--- config.mk ---
export PLATFORM = sky130hd
export DESIGN_NAME = vga_pattern_gen
export DESIGN_NICKNAME = d
export VERILOG_FILES = /design/src/rtl/vga_pkg.sv /design/src/rtl/vga_box_anim.sv /design/src/rtl/vga_pattern_gen.sv
export SDC_FILE = /design/constraint.sdc
export NUM_CORES = 1
export LEC_CHECK = 0
export BUFFER_PORTS_ARGS = -buffer_cell sky130_fd_sc_hd__buf_2
export CAP_MARGIN = 25
export CELL_PAD_IN_SITES_DETAIL_PLACEMENT = 1
export CELL_PAD_IN_SITES_GLOBAL_PLACEMENT = 2
export CORE_ASPECT_RATIO = 2
export CORE_MARGIN = 2
export CORE_UTILIZATION = 35
export CTS_BUF_LIST = sky130_fd_sc_hd__clkbuf_16
export DETAILED_ROUTE_END_ITERATION = 8
export PLACE_DENSITY = 0.79
export SYNTH_ARGS = -nofsm -noshare
export SYNTH_HDL_FRONTEND = slang
export SYNTH_SLANG_ARGS = --single-unit
--- constraint.sdc ---
create_clock -name clk_i -period 3 [get_ports clk_i]
set_input_delay 0.45 -clock clk_i [delete_from_list [all_inputs] [get_ports clk_i]]
set_output_delay 0.45 -clock clk_i [all_outputs]
set_load 0.02 [all_outputs]
--- src/rtl/vga_pkg.sv ---
// Shared colour constants, pattern mode encodings and default VGA
// geometry for the pattern source and its box animator.
package vga_pkg;

  localparam logic [15:0] RED     = 16'hF800;
  localparam logic [15:0] GREEN   = 16'h07E0;
  localparam logic [15:0] BLUE    = 16'h001F;
  localparam logic [15:0] YELLOW  = 16'hFFE0;
  localparam logic [15:0] MAGENTA = 16'hF81F;
  localparam logic [15:0] CYAN    = 16'h07FF;
  localparam logic [15:0] WHITE   = 16'hFFFF;
  localparam logic [15:0] BLACK   = 16'h0000;

  localparam int H_ACTIVE_DEF = 640;
  localparam int V_ACTIVE_DEF = 480;

  typedef enum logic [2:0] {
    MODE_SOLID    = 3'd0,
    MODE_GRID     = 3'd1,
    MODE_BARS     = 3'd2,
    MODE_CHECK    = 3'd3,
    MODE_BOX      = 3'd4,
    MODE_GRADIENT = 3'd5
  } mode_e;

  function automatic logic [15:0] bar_color(
    input logic [2:0] idx
  );
    logic [15:0] c;
    c = BLACK;
    case (idx)
      3'd0: c = WHITE;
      3'd1: c = YELLOW;
      3'd2: c = CYAN;
      3'd3: c = GREEN;
      3'd4: c = MAGENTA;
      3'd5: c = RED;
      3'd6: c = BLUE;
      default: c = BLACK;
    endcase
    return c;
  endfunction

endpackage

--- src/rtl/vga_box_anim.sv ---
// Bouncing-box position: moves BOX_STEP per axis on every step_i
// and reflects off the edges of the visible area.
module vga_box_anim
  import vga_pkg::*;
#(
  parameter int H_ACTIVE = H_ACTIVE_DEF,
  parameter int V_ACTIVE = V_ACTIVE_DEF,
  parameter int BOX_SIZE = 32,
  parameter int BOX_STEP = 2,
  parameter int H_W      = 10,
  parameter int V_W      = 10
) (
  input  logic           clk_i,
  input  logic           reset_ni,
  input  logic           step_i,
  output logic [H_W-1:0] bx_o,
  output logic [V_W-1:0] by_o
);

  localparam int XMAX = H_ACTIVE - BOX_SIZE;
  localparam int YMAX = V_ACTIVE - BOX_SIZE;

  logic           dx_neg;
  logic           dy_neg;
  logic [H_W:0]   bx_fwd;
  logic [V_W:0]   by_fwd;

  // one extra bit so the forward sum cannot wrap
  assign bx_fwd = {1'b0, bx_o} + (H_W+1)'(BOX_STEP);
  assign by_fwd = {1'b0, by_o} + (V_W+1)'(BOX_STEP);

  always_ff @(posedge clk_i or negedge reset_ni) begin
    if (!reset_ni) begin
      bx_o   <= '0;
      dx_neg <= 1'b0;
    end else if (step_i) begin
      if (!dx_neg) begin
        if (bx_fwd >= (H_W+1)'(XMAX)) begin
          bx_o   <= H_W'(XMAX);
          dx_neg <= 1'b1;
        end else begin
          bx_o <= bx_fwd[H_W-1:0];
        end
      end else begin
        if ({1'b0, bx_o} <= (H_W+1)'(BOX_STEP)) begin
          bx_o   <= '0;
          dx_neg <= 1'b0;
        end else begin
          bx_o <= bx_o - H_W'(BOX_STEP);
        end
      end
    end
  end

  always_ff @(posedge clk_i or negedge reset_ni) begin
    if (!reset_ni) begin
      by_o   <= '0;
      dy_neg <= 1'b0;
    end else if (step_i) begin
      if (!dy_neg) begin
        if (by_fwd >= (V_W+1)'(YMAX)) begin
          by_o   <= V_W'(YMAX);
          dy_neg <= 1'b1;
        end else begin
          by_o <= by_fwd[V_W-1:0];
        end
      end else begin
        if ({1'b0, by_o} <= (V_W+1)'(BOX_STEP)) begin
          by_o   <= '0;
          dy_neg <= 1'b0;
        end else begin
          by_o <= by_o - V_W'(BOX_STEP);
        end
      end
    end
  end

endmodule

--- src/rtl/vga_pattern_gen.sv ---
// Multi-mode VGA test-pattern source, registered RGB565 output.
// Optional white frame border with `define PATTERN_BORDER_EN.
module vga_pattern_gen
  import vga_pkg::*;
#(
  parameter int          H_ACTIVE    = H_ACTIVE_DEF,
  parameter int          V_ACTIVE    = V_ACTIVE_DEF,
  parameter int          H_W         = 10,
  parameter int          V_W         = 10,
  parameter int          GRID_LOG2   = 3,
  parameter int          CHECK_LOG2  = 5,
  parameter int          BOX_SIZE    = 32,
  parameter int          BOX_STEP    = 2,
  parameter logic [15:0] SOLID_COLOR = 16'hF800
) (
  input  logic           clk_i,
  input  logic           reset_ni,
  input  logic           enable_i,
  input  logic [2:0]     mode_i,
  input  logic           active_i,
  input  logic [H_W-1:0] hpos_i,
  input  logic [V_W-1:0] vpos_i,
  output logic [15:0]    rgb_o,
  output logic [2:0]     mode_o,
  output logic [15:0]    frame_cnt_o
);

  localparam int BAR_W = H_ACTIVE / 8;

  logic           taken;
  logic           frame_start;
  logic [H_W-1:0] bx;
  logic [V_W-1:0] by;
  logic           in_box;
  logic [2:0]     bar;
  logic [15:0]    pat;
  logic [15:0]    pix;

  // taken blocks repeat pulses while (0,0) is held; any nonzero line clears it
  assign frame_start = active_i && (hpos_i == '0)
                    && (vpos_i == '0) && !taken;

  vga_box_anim #(
    .H_ACTIVE (H_ACTIVE),
    .V_ACTIVE (V_ACTIVE),
    .BOX_SIZE (BOX_SIZE),
    .BOX_STEP (BOX_STEP),
    .H_W      (H_W),
    .V_W      (V_W)
  ) u_box (
    .clk_i    (clk_i),
    .reset_ni (reset_ni),
    .step_i   (frame_start),
    .bx_o     (bx),
    .by_o     (by)
  );

  assign in_box =
       ({1'b0, hpos_i} >= {1'b0, bx})
    && ({1'b0, hpos_i} <  {1'b0, bx} + (H_W+1)'(BOX_SIZE))
    && ({1'b0, vpos_i} >= {1'b0, by})
    && ({1'b0, vpos_i} <  {1'b0, by} + (V_W+1)'(BOX_SIZE));

  assign bar = 3'(hpos_i / H_W'(BAR_W));

  always_comb begin
    pat = BLACK;
    case (mode_o)
      MODE_SOLID: pat = SOLID_COLOR;
      MODE_GRID: begin
        if (hpos_i[GRID_LOG2-1:0] == '0 ||
            vpos_i[GRID_LOG2-1:0] == '0)
          pat = RED;
        else if (vpos_i[4])
          pat = GREEN;
        else if (hpos_i[4])
          pat = BLUE;
        else
          pat = BLACK;
      end
      MODE_BARS: pat = bar_color(bar);
      MODE_CHECK: begin
        pat = (hpos_i[CHECK_LOG2] ^ vpos_i[CHECK_LOG2]
               ^ frame_cnt_o[5]) ? WHITE : BLACK;
      end
      MODE_BOX: pat = in_box ? WHITE : BLUE;
      MODE_GRADIENT: begin
        pat = {hpos_i[H_W-1 -: 5],
               vpos_i[V_W-1 -: 6],
               frame_cnt_o[4:0]};
      end
      default: pat = BLACK;
    endcase
  end

`ifdef PATTERN_BORDER_EN
  logic on_border;
  assign on_border = (hpos_i == '0)
                  || (hpos_i == H_W'(H_ACTIVE-1))
                  || (vpos_i == '0)
                  || (vpos_i == V_W'(V_ACTIVE-1));
  assign pix = on_border ? WHITE : pat;
`else
  assign pix = pat;
`endif

  always_ff @(posedge clk_i or negedge reset_ni) begin
    if (!reset_ni) begin
      taken       <= 1'b0;
      mode_o      <= '0;
      frame_cnt_o <= '0;
      rgb_o       <= '0;
    end else begin
      rgb_o <= (active_i && enable_i) ? pix : BLACK;
      if (frame_start) begin
        taken       <= 1'b1;
        mode_o      <= mode_i;
        frame_cnt_o <= frame_cnt_o + 16'd1;
      end else if (vpos_i != '0) begin
        taken <= 1'b0;
      end
    end
  end

endmodule

==> impl_metrics.json, run 1 <==
{
  "status": "finished clean",
  "clk_pin_slew_ns": 0.08,
  "syn_avg_cell_area_um2": 8.28,
  "synthXorXnorAreaFrac_pct": 5.13,
  "path_class": "reg2reg",
  "synthMuxAreaShare_pct": 0.235,
  "cp_slowest_cell": "dfrtp_1",
  "slowest_delay_ns": 0.59,
  "ys_seq_elements": 56,
  "overflow": 0,
  "clk_latency_ns": 0.31,
  "postPlaceCellArea_um2": 4750,
  "synth_top_area_share_pct": 32.8,
  "cts_hold_buffers": 0,
  "powerDensity_nw_per_um2": 318,
  "portBuffers": 61,
  "clockBufferDepth": 2,
  "wl_um": 14400,
  "grt_pass1_vias": 4463,
  "placementRows": 57,
  "setup_slack_ns": 0.203,
  "pre_cts_slack_ns": 0.128,
  "stdcell_area_um2": 4890,
  "post-cts-setup-buffers": 0,
  "cp-start-kind": "flop",
  "maxCapViolCount": 0,
  "fin_crit_sh_pct": 93.2,
  "fp.dieW_um": 82.1,
  "antenna_found_initial": 0,
  "dr.pass1.iters": 4,
  "slew_violations": 0,
  "required_ns": 3.16,
  "viasPerCell": 5.80,
  "fp.coreArea_um2": 12100,
  "cp.arrival_ns": 2.96,
  "antenna_cells": 0,
  "crit_chain": "nand3_1 -> xnor2_1 -> ha_1 -> nand2_1 -> a2111o_1 -> a21oi_1 -> a2111oi_4 -> nor3_2 -> a21oi_1",
  "period_needed_ns": 2.80,
  "post-route-util_pct": 40.6,
  "synth.net_count": 581,
  "crit_top_cell": "a21oi_1",
  "yosysWarnings": 0,
  "dp.final_hpwl_um": 11600,
  "worst_pin_slew_ns": 0.678,
  "synthCells": 515,
  "ys_top_cells_by_area": "dfrtp_1, ha_1, a21oi_1",
  "cts_tree": "yes",
  "rsz0062_at_grt": "yes",
  "leakagePower_nw": 2.16,
  "layout.nets": 636,
  "max_slew_margin_pct": 54.4,
  "synth_top_family_by_area": "simple AND/OR/NAND/NOR gates",
  "max_freq_ghz": 0.358,
  "htree_levels": 2,
  "ioPinCount": 62,
  "irDropWorstVdd_mv": 0.209,
  "worstHoldPathType": "in2async",
  "stdcell_count": 718,
  "numClockSinks": 56,
  "synthSimpleGateAreaFrac_pct": 22.4,
  "gp_congestion": 0.867,
  "hold_violations": 0,
  "num_vias": 4165,
  "synth_compound_area_share_pct": 22.3,
  "drcViolationCount": 0,
  "die_h_um": 160,
  "drt_iter0_markers": 133,
  "wl_per_cell_um": 20.0,
  "root_buffer": "clkbuf_16",
  "grt_max_degree": 25,
  "synth_edf_count": 0,
  "synth_cell_type_count": 63,
  "fin_skew_ns": 0.00596,
  "fill_cells": 1478,
  "synth_fa_ha_area_share_pct": 11.7,
  "netlist_area_um2": 4270,
  "synth_area_leader_cell": "dfrtp_1",
  "dieArea_um2": 13100,
  "critical_path.endpoint_type": "flop",
  "synthArstFlopShare_pct": 100,
  "drtAntennaViolNets": 0,
  "synthFlopType": "dfrtp_1",
  "initial_core_util_pct": 35.4,
  "grt_util_all_layers_pct": 22.6,
  "drive_gt1_share_pct": 16.1,
  "cts.repair.resized": 0,
  "grt_pass1_wl_um": 23000,
  "dp_cells": 710,
  "cts_buffers": 5,
  "path_max_fanout": 13,
  "area_growth_syn_to_layout_pct": 14.7,
  "ys_seq_area_share_pct": 32.8,
  "setup_viol": 0
}
per-stage QoR:
| step | hold WS (ns) | total power [mW] | setup TNS, ns |
|---|---|---|---|
| 2_1_floorplan | 0.154 | 0.869 | 0 |
| 3_3_place_gp | 0.416 | 0.947 | 0 |
| 5_1_grt | 0.0971 | 1.63 | -0.0476 |
| 4_1_cts | 0.0933 | 1.58 | 0 |
| 6_report | 0.0798 | 1.56 | 0 |
| 3_5_place_dp | 0.421 | 0.954 | 0 |
cells in the mapped netlist, types with 5 or more instances:
cell type,number
a211oi_1,5
a21o_1,5
a21oi_1,42
a31oi_1,7
and3_1,5
buf_2,7
clkbuf_1,15
dfrtp_1,56
ha_1,39
inv_1,30
nand2_1,49
nand2b_1,5
nand3_1,29
nand4_1,8
nor2_1,34
nor2b_1,5
nor3_1,26
nor4_1,12
o211ai_1,5
o21ai_0,36
o31ai_1,5
or3_1,5
xnor2_1,21
logic make-up after synthesis:
| family | Yosys count |
|---|---|
| XOR/XNOR | 25 |
| AO/OA/AOI/OAI | 145 |
| AND/OR/NAND/NOR | 192 |
| flip-flops | 56 |
| buffers and inverters | 56 |
| multiplexers | 1 |
| adder cells (fa/ha/maj) | 40 |
placed cells by master, fill, tap and decap left out, types with 2 or more instances in the layout:
cell / n
buf_2: 61
dfrtp_1: 56
nand2_1: 49
a21oi_1: 42
ha_1: 39
o21ai_0: 36
nor2_1: 34
inv_1: 30
nand3_1: 29
nor3_1: 25
xnor2_1: 21
buf_4: 13
nor4_1: 11
nand4_1: 8
a31oi_1: 7
and3_1: 5
o211ai_1: 5
a211oi_1: 5
a21o_1: 5
nand2b_1: 5
nor2b_1: 5
nor3_2: 5
o31ai_1: 5
or3_1: 5
clkbuf_16: 5
a22oi_1: 4
xor2_1: 4
o21a_1: 3
o32ai_1: 3
a32oi_1: 3
a41oi_1: 3
and2_1: 3
a2111oi_0: 2
a221oi_1: 2
nor4_2: 2
o31a_1: 2
o21ai_1: 2
o22ai_1: 2
report_power, final:
group	total (mW)	internal (mW)	leakage [nW]	switching (mW)
Clock	0.620	0.314	0.0742	0.306
Combinational	0.169	0.0580	1.38	0.111
Sequential	0.767	0.765	0.706	0.00260
final cells by class:
type | instances | area [um^2] | area share, %
Inverter | 30 | 113 | 2.30
Timing Repair Buffer | 74 | 403 | 8.23
Tap cell | 147 | 184 | 3.76
Sequential cell | 56 | 1400 | 28.6
Clock buffer | 5 | 125 | 2.56
Multi-Input combinational cell | 403 | 2650 | 54.1
Clock inverter | 3 | 22.5 | 0.460
flip-flops by register name, summed over array words and instances, names as in the netlist:
signal        flops
u_box.by_o        9
u_box.bx_o        9
frame_cnt_o      16
rgb_o            16
u_box.dx_neg      1
taken             1
mode_o            3
u_box.dy_neg      1
worst max-delay path: cells and delay by family (launching register included):
| kind | cells | cell delay [ns] |
|---|---|---|
| XOR/XNOR | 1 | 0.19 |
| adder cells (fa/ha/maj) | 1 | 0.30 |
| flip-flops | 1 | 0.59 |
| AND/OR/NAND/NOR | 3 | 0.72 |
| AO/OA/AOI/OAI | 4 | 0.85 |
routing by layer:
layer / wire (um) / vias up / global-route usage (%) / share of wire, %
met5: 0 / - / 0 / 0
met4: 489 / 0 / 8.56 / 3.4
met3: 327 / 28 / 2.09 / 2.3
met2: 8200 / 84 / 44.3 / 57
met1: 5350 / 2064 / 23.2 / 37
li1: - / 1989 / - / -
path summary, 6_finish.rpt:
path | startpoint | end | slack [ns] | cells past startpoint
hold reg to reg | frame_cnt_o[14] | frame_cnt_o[14] | 0.50 | 1
max in group asynchronous | reset_ni | frame_cnt_o[1] | 2.23 | 2
min in group clk_i | mode_i[2] | mode_o[2] | 0.35 | 3
setup reg to reg | u_box.bx_o[7] | rgb_o[8] | 0.20 | 9
hold / removal | reset_ni | rgb_o[11] | 0.08 | 1
setup / recovery | u_box.bx_o[7] | rgb_o[8] | 0.20 | 9
Power figures use the tool's default switching activity.
==> inputs of run 2 (changes only) <==
- ABC_AREA: default -> 1
- CORE_UTILIZATION: 35 -> 33
- PLACE_DENSITY: 0.79 -> 0.81
==> run 2 against run 1 <==
  * Sequential cell count is the same
  * Combinational power is 18% higher
  * Worst setup slack improved by 0.10 ns
  * Largest cell class unchanged
  * Final area up 4.6%
  * Core utilization decreased by 2.3 points
  * Global-route usage decreased by 1.2 points
  * Synthesized area is 5.2% higher
  * Clock power down 1%
  * Non-clock buffer count shrank 9
  * Fmax increased by 3.7%
  * Count of clock-buffer cells in the layout unchanged
  * Sequential power about the same
==> impl_metrics.json, run 2 <==
{
  "cts.repair.resized": 0,
  "worst_pin_slew_ns": 0.736,
  "powerDensity_nw_per_um2": 309,
  "initial_core_util_pct": 33.6,
  "clk_latency_ns": 0.30,
  "synth_top_area_share_pct": 31.2,
  "cp.depth": 13,
  "synth_edf_count": 0,
  "crit_chain": "inv_1 -> ha_1 -> inv_1 -> ha_1 -> a21oi_1 -> o21ai_0 -> nand2_1 -> o211ai_1 -> nor2_1 -> nand3_2 -> nand2_1 -> nor2_1 -> nor2_1",
  "synthFlopType": "dfrtp_1",
  "fill_cells": 1733,
  "die_h_um": 169,
  "clockBufferDepth": 2,
  "grt_pass1_wl_um": 24500,
  "ys_seq_elements": 56,
  "antenna_cells": 0,
  "ys_seq_area_share_pct": 31.2,
  "final.setup.tns_ns": 0,
  "period_needed_ns": 2.70,
  "status": "finished clean",
  "ioPinCount": 62,
  "slew_violations": 0,
  "final_common_cell": "nand2_1",
  "irDropWorstVdd_mv": 0.205,
  "yosysWarnings": 0,
  "setup_slack_ns": 0.304,
  "cp.arrival_ns": 2.92,
  "cp-start-kind": "flop",
  "area_growth_syn_to_layout_pct": 14.0,
  "crit_buf_inv": 2,
  "drive_gt1_share_pct": 15.2,
  "netlist_area_um2": 4490,
  "critical_path.top_delay_family": "simple AND/OR/NAND/NOR gates",
  "path_class": "reg2reg",
  "reg2reg_slack_ns": 0.30,
  "gp_congestion": 0.890,
  "synth_area_leader_cell": "dfrtp_1",
  "worstHoldPathType": "in2async",
  "drtAntennaViolNets": 0,
  "placementRows": 60,
  "setup.worst_path.start": "u_box.bx_o[5]",
  "reg2reg_to": "rgb_o[14]",
  "synth_cell_type_count": 45,
  "num_vias": 4391,
  "required_ns": 3.23,
  "wl_um": 14900,
  "hold-worst-slack_ns": 0.204,
  "leakagePower_nw": 2.70,
  "htree_levels": 2,
  "drcViolationCount": 0,
  "dr.pass1.iters": 4,
  "final_cell_mix": "nand2_1, inv_1, buf_2, nor2_1, dfrtp_1",
  "grt_util_all_layers_pct": 21.4,
  "max_freq_ghz": 0.371,
  "cp_slowest_cell": "dfrtp_1",
  "wl_per_cell_um": 17.9,
  "portBuffers": 61,
  "grt_max_degree": 31,
  "dieArea_um2": 14600,
  "max_slew_margin_pct": 50.9,
  "synthArstFlopShare_pct": 100,
  "reg_top3": "frame_cnt_o: 16 flops, rgb_o: 16 flops",
  "fp.dieW_um": 86.5,
  "synth.net_count": 682,
  "overflow": 0,
  "synth_common_cells": "nand2_1, inv_1, nor2_1, dfrtp_1, a21oi_1",
  "post-cts-setup-buffers": 0,
  "fp.coreArea_um2": 13400,
  "syn_avg_cell_area_um2": 7.29,
  "ys_top_cells_by_area": "dfrtp_1, nand2_1, ha_1",
  "fin_crit_sh_pct": 89.9,
  "synth_most_common_cell": "nand2_1",
  "r2r-start": "u_box.bx_o[5]",
  "setup_viol": 0,
  "drt_iter0_markers": 167,
  "slowest_delay_ns": 0.51,
  "rsz0062_at_grt": "no",
  "synthCells": 616,
  "numClockSinks": 56,
  "crit_end": "rgb_o[14]",
  "hold_violations": 0,
  "maxCapViolCount": 0,
  "layout.nets": 744,
  "crit_top_cell": "nor2_1",
  "root_buffer": "clkbuf_16",
  "grt_pass1_vias": 4847,
  "clk_pin_slew_ns": 0.08,
  "pre_cts_slack_ns": 0.327,
  "path_max_fanout": 11,
  "ff2ff_path_depth": 13,
  "fin_skew_ns": 0.00578,
  "cts_tree": "yes",
  "dp.final_hpwl_um": 12200,
  "viasPerCell": 5.26,
  "cts_buffers": 5,
  "antenna_found_initial": 0,
  "cts_hold_buffers": 0,
  "critical_path.endpoint_type": "flop"
}
## run 2: how the worst min path moves through the flow
stage	start	endpoint	slack [ns]	cells past startpoint
2_1_floorplan	reset_ni	frame_cnt_o[0]	0.15	0
3_3_place_gp	frame_cnt_o[8]	frame_cnt_o[8]	0.51	1
3_5_place_dp	frame_cnt_o[9]	frame_cnt_o[9]	0.51	1
4_1_cts	reset_ni	frame_cnt_o[10]	0.22	1
5_1_grt	reset_ni	frame_cnt_o[10]	0.25	1
6_report	reset_ni	frame_cnt_o[10]	0.20	1
## run 2: cell type report
cell class                 count  area, um^2  share of cell area (%)
clock buffer                   5         125                    2.44
clock inverter                 3        21.3                   0.416
inverter                      76         285                    5.57
multi-input combinational    474        2740                    53.6
sequential                    56        1400                    27.4
tap                          155         194                    3.79
timing repair buffer          65         348                    6.80
## run 2: power by group
group          total, mW  switching (mW)  internal [mW]
registers          0.768         0.00281          0.765
logic              0.199           0.134         0.0651
clock network      0.614           0.301          0.313
## run 2: cell families (layout without fill, tap and decap cells)
family	count (synthesis)	after routing	synth area share, %
AOI/OAI and AO/OA	92	92	12.0
xor gates and xnor gates	38	38	7.41
adders and majority gates	39	39	10.9
buffers and inverters	86	149	7.66
DFF	56	56	31.2
and+or+nand+nor	305	305	30.9
## run 2: per-stage QoR
step,util (%),cells,power [mW],instance area [um^2]
2_1_floorplan,-,616,0.890,4490
3_3_place_gp,37.2,826,0.976,4970
3_5_place_dp,37.2,826,0.985,4970
4_1_cts,38.3,834,1.61,5120
5_1_grt,38.3,834,1.66,5120
6_report,38.3,834,1.58,5120
## run 2: routing by layer
metal | GRT usage [%] | wire, um | vias to the layer above
met5 | 0 | 0 | -
met4 | 7.54 | 416 | 0
met3 | 1.61 | 254 | 22
met2 | 43.1 | 8750 | 69
met1 | 22.1 | 5490 | 2145
li1 | - | - | 2155
## run 2: worst reg2reg max path: stages (launching register included)
cell and delay [ns]:
dfrtp_1 0.51, inv_1 0.22, ha_1 0.33, inv_1 0.04, ha_1 0.30, a21oi_1 0.12, o21ai_0 0.14, nand2_1 0.10
o211ai_1 0.08, nor2_1 0.22, nand3_2 0.27, nand2_1 0.13, nor2_1 0.05, nor2_1 0.12
==> inputs of run 3 (changes only) <==
--- a/config.mk
+++ b/config.mk
@@ -17,4 +17,5 @@
 export DETAILED_ROUTE_END_ITERATION = 8
 export PLACE_DENSITY = 0.81
+export RECOVER_POWER = 100
 export SYNTH_ARGS = -nofsm -noshare
 export SYNTH_HDL_FRONTEND = slang
==> constraint.sdc (replaced) <==
create_clock -name clk_i -period 3 [get_ports clk_i]
set_input_delay 0.6 -clock clk_i [delete_from_list [all_inputs] [get_ports clk_i]]
set_output_delay 0.6 -clock clk_i [all_outputs]
set_load 0.02 [all_outputs]
==> run 3 against run 2 <==
  * The run now ends with max-capacitance violations, max-slew violations left
  * Sequential cell count unchanged
  * Critical path depth unchanged
  * Routed wire length about the same
  * Clock skew rose by 0.00062 ns
  * Combinational power fell by 5%
  * Final area is 2.3% lower
  * Die area stayed put
  * Final cell count is 0.12% higher
  * Sequential power hardly changed
  * Highest routed layer unchanged
==> impl_metrics.json, run 3 (same netlist as run 2, synthesis figures left out) <==
{
  "status": "finished with violations",
  "violations": "max-capacitance violations, max-slew violations",
  "fp.dieW_um": 86.5,
  "required_ns": 3.23,
  "dp_cells": 827,
  "cp.arrival_ns": 2.95,
  "path_class": "reg2reg",
  "antenna_found_initial": 0,
  "dr.pass1.iters": 4,
  "ioPinCount": 62,
  "max_slew_margin_pct": -13.3,
  "max_freq_ghz": 0.369,
  "wl_per_cell_um": 17.9,
  "area_growth_syn_to_layout_pct": 11.4,
  "placementRows": 60,
  "slew_violations": 29,
  "multi_input_comb_area_um2": 2700,
  "dieArea_um2": 14600,
  "grt_max_degree": 29,
  "post-cts-setup-buffers": 0,
  "leakagePower_nw": 2.54,
  "numClockSinks": 56,
  "powerDensity_nw_per_um2": 317,
  "cts.repair.resized": 0,
  "maxCapViolCount": 1,
  "path_max_fanout": 11,
  "layout.nets": 745,
  "viasPerCell": 5.29,
  "reg_top3": "frame_cnt_o: 16 flops, rgb_o: 16 flops",
  "drt_iter0_markers": 146,
  "grt_pass1_wl_um": 24200,
  "grt_util_all_layers_pct": 21.2,
  "setup_viol": 0,
  "overflow": 0,
  "die_h_um": 169,
  "post-route-util_pct": 37.4,
  "reg2reg_slack_ns": 0.29,
  "initial_core_util_pct": 33.6,
  "stdcell_area_um2": 5000,
  "hold_violations": 0,
  "fill_cells": 1724,
  "antenna_cells": 0,
  "root_buffer": "clkbuf_16",
  "clk_latency_ns": 0.30,
  "portBuffers": 61,
  "fp.coreArea_um2": 13400,
  "cts_hold_buffers": 0,
  "seq_area_um2": 1400,
  "cp-start-kind": "flop",
  "critical_path.endpoint_type": "flop",
  "worst_pin_slew_ns": 1.70,
  "dp.final_hpwl_um": 12300,
  "final.setup.tns_ns": 0,
  "wl_um": 14900,
  "fin_crit_sh_pct": 90.4,
  "fin_skew_ns": 0.00640,
  "clk_pin_slew_ns": 0.08,
  "drive_gt1_share_pct": 7.65,
  "gp_congestion": 0.861,
  "rsz0062_at_grt": "no",
  "final_cell_mix": "nand2_1, inv_1, nor2_1, dfrtp_1, clkbuf_1",
  "htree_levels": 2,
  "cts_tree": "yes",
  "cts_buffers": 5,
  "drtAntennaViolNets": 0,
  "final_common_cell": "nand2_1",
  "setup_slack_ns": 0.288,
  "worstHoldPathType": "reg2reg",
  "drcViolationCount": 0,
  "pre_cts_slack_ns": 0.315,
  "clockBufferDepth": 2,
  "irDropWorstVdd_mv": 0.214,
  "period_needed_ns": 2.71,
  "stdcell_count": 835,
  "num_vias": 4414,
  "grt_pass1_vias": 4936,
  "postPlaceCellArea_um2": 4970
}
==> run 3: cell count changes in the layout (fill, tap and decap cells not counted), moves of 2 or more <==
cell	previous run	this run
buf_2	61	22
buf_4	3	0
clkbuf_1	0	43
nand2_1	152	154
nand2_2	5	3
nor2_1	60	63
nor2_4	2	0
==> run 3: routing by layer <==
| layer | global-route usage, % | routed length (um) | up-vias |
|---|---|---|---|
| met5 | 0 | 0 | - |
| met3 | 2.15 | 328 | 33 |
| li1 | - | - | 2160 |
| met4 | 8.36 | 495 | 0 |
| met2 | 42.9 | 8710 | 70 |
| met1 | 21.0 | 5390 | 2151 |
==> run 3: critical path: stages (launching register included) <==
cell and delay [ns]:
dfrtp_1 0.51, inv_1 0.24, ha_1 0.34, inv_1 0.05, ha_1 0.30, a21oi_1 0.12, o21ai_0 0.13, nand2_1 0.10
o211ai_1 0.08, nor2_1 0.23, nand3_2 0.27, nand2_1 0.13, nor2_1 0.05, nor2_1 0.10
==> run 3: layout make-up <==
class,instances,share of cell area (%)
clock inverters,3,0.425
well taps,155,3.88
inverters,76,5.70
repair buffers,66,5.53
clock buffers,5,2.50
flip-flops and latches,56,28.0
multi-input cells,474,54.0
==> run 3: worst paths after layout <==
path | from | cells past startpoint | end
worst max-delay path | u_box.bx_o[5] | 13 | rgb_o[15]
worst min-delay path | frame_cnt_o[9] | 1 | frame_cnt_o[9]
worst max register to register | u_box.bx_o[5] | 13 | rgb_o[15]
worst min register to register | frame_cnt_o[9] | 1 | frame_cnt_o[9]
max in group asynchronous | reset_ni | 2 | rgb_o[14]
min in group asynchronous | reset_ni | 1 | frame_cnt_o[11]
==> run 3: power by group <==
group	switching [mW]	total, mW	internal, mW
clock	0.315	0.628	0.313
sequential	0.00349	0.768	0.765
combinational	0.131	0.190	0.0587
total	0.449	1.59	1.14
==> run 3: stage by stage <==
| stage | power, mW | hold WS, ns |
|---|---|---|
| after floorplan | 0.890 | 0.304 |
| after global placement | 0.976 | 0.509 |
| after detailed placement | 0.983 | 0.507 |
| after CTS | 1.61 | 0.357 |
| after global routing | 1.66 | 0.536 |
| final | 1.59 | 0.532 |
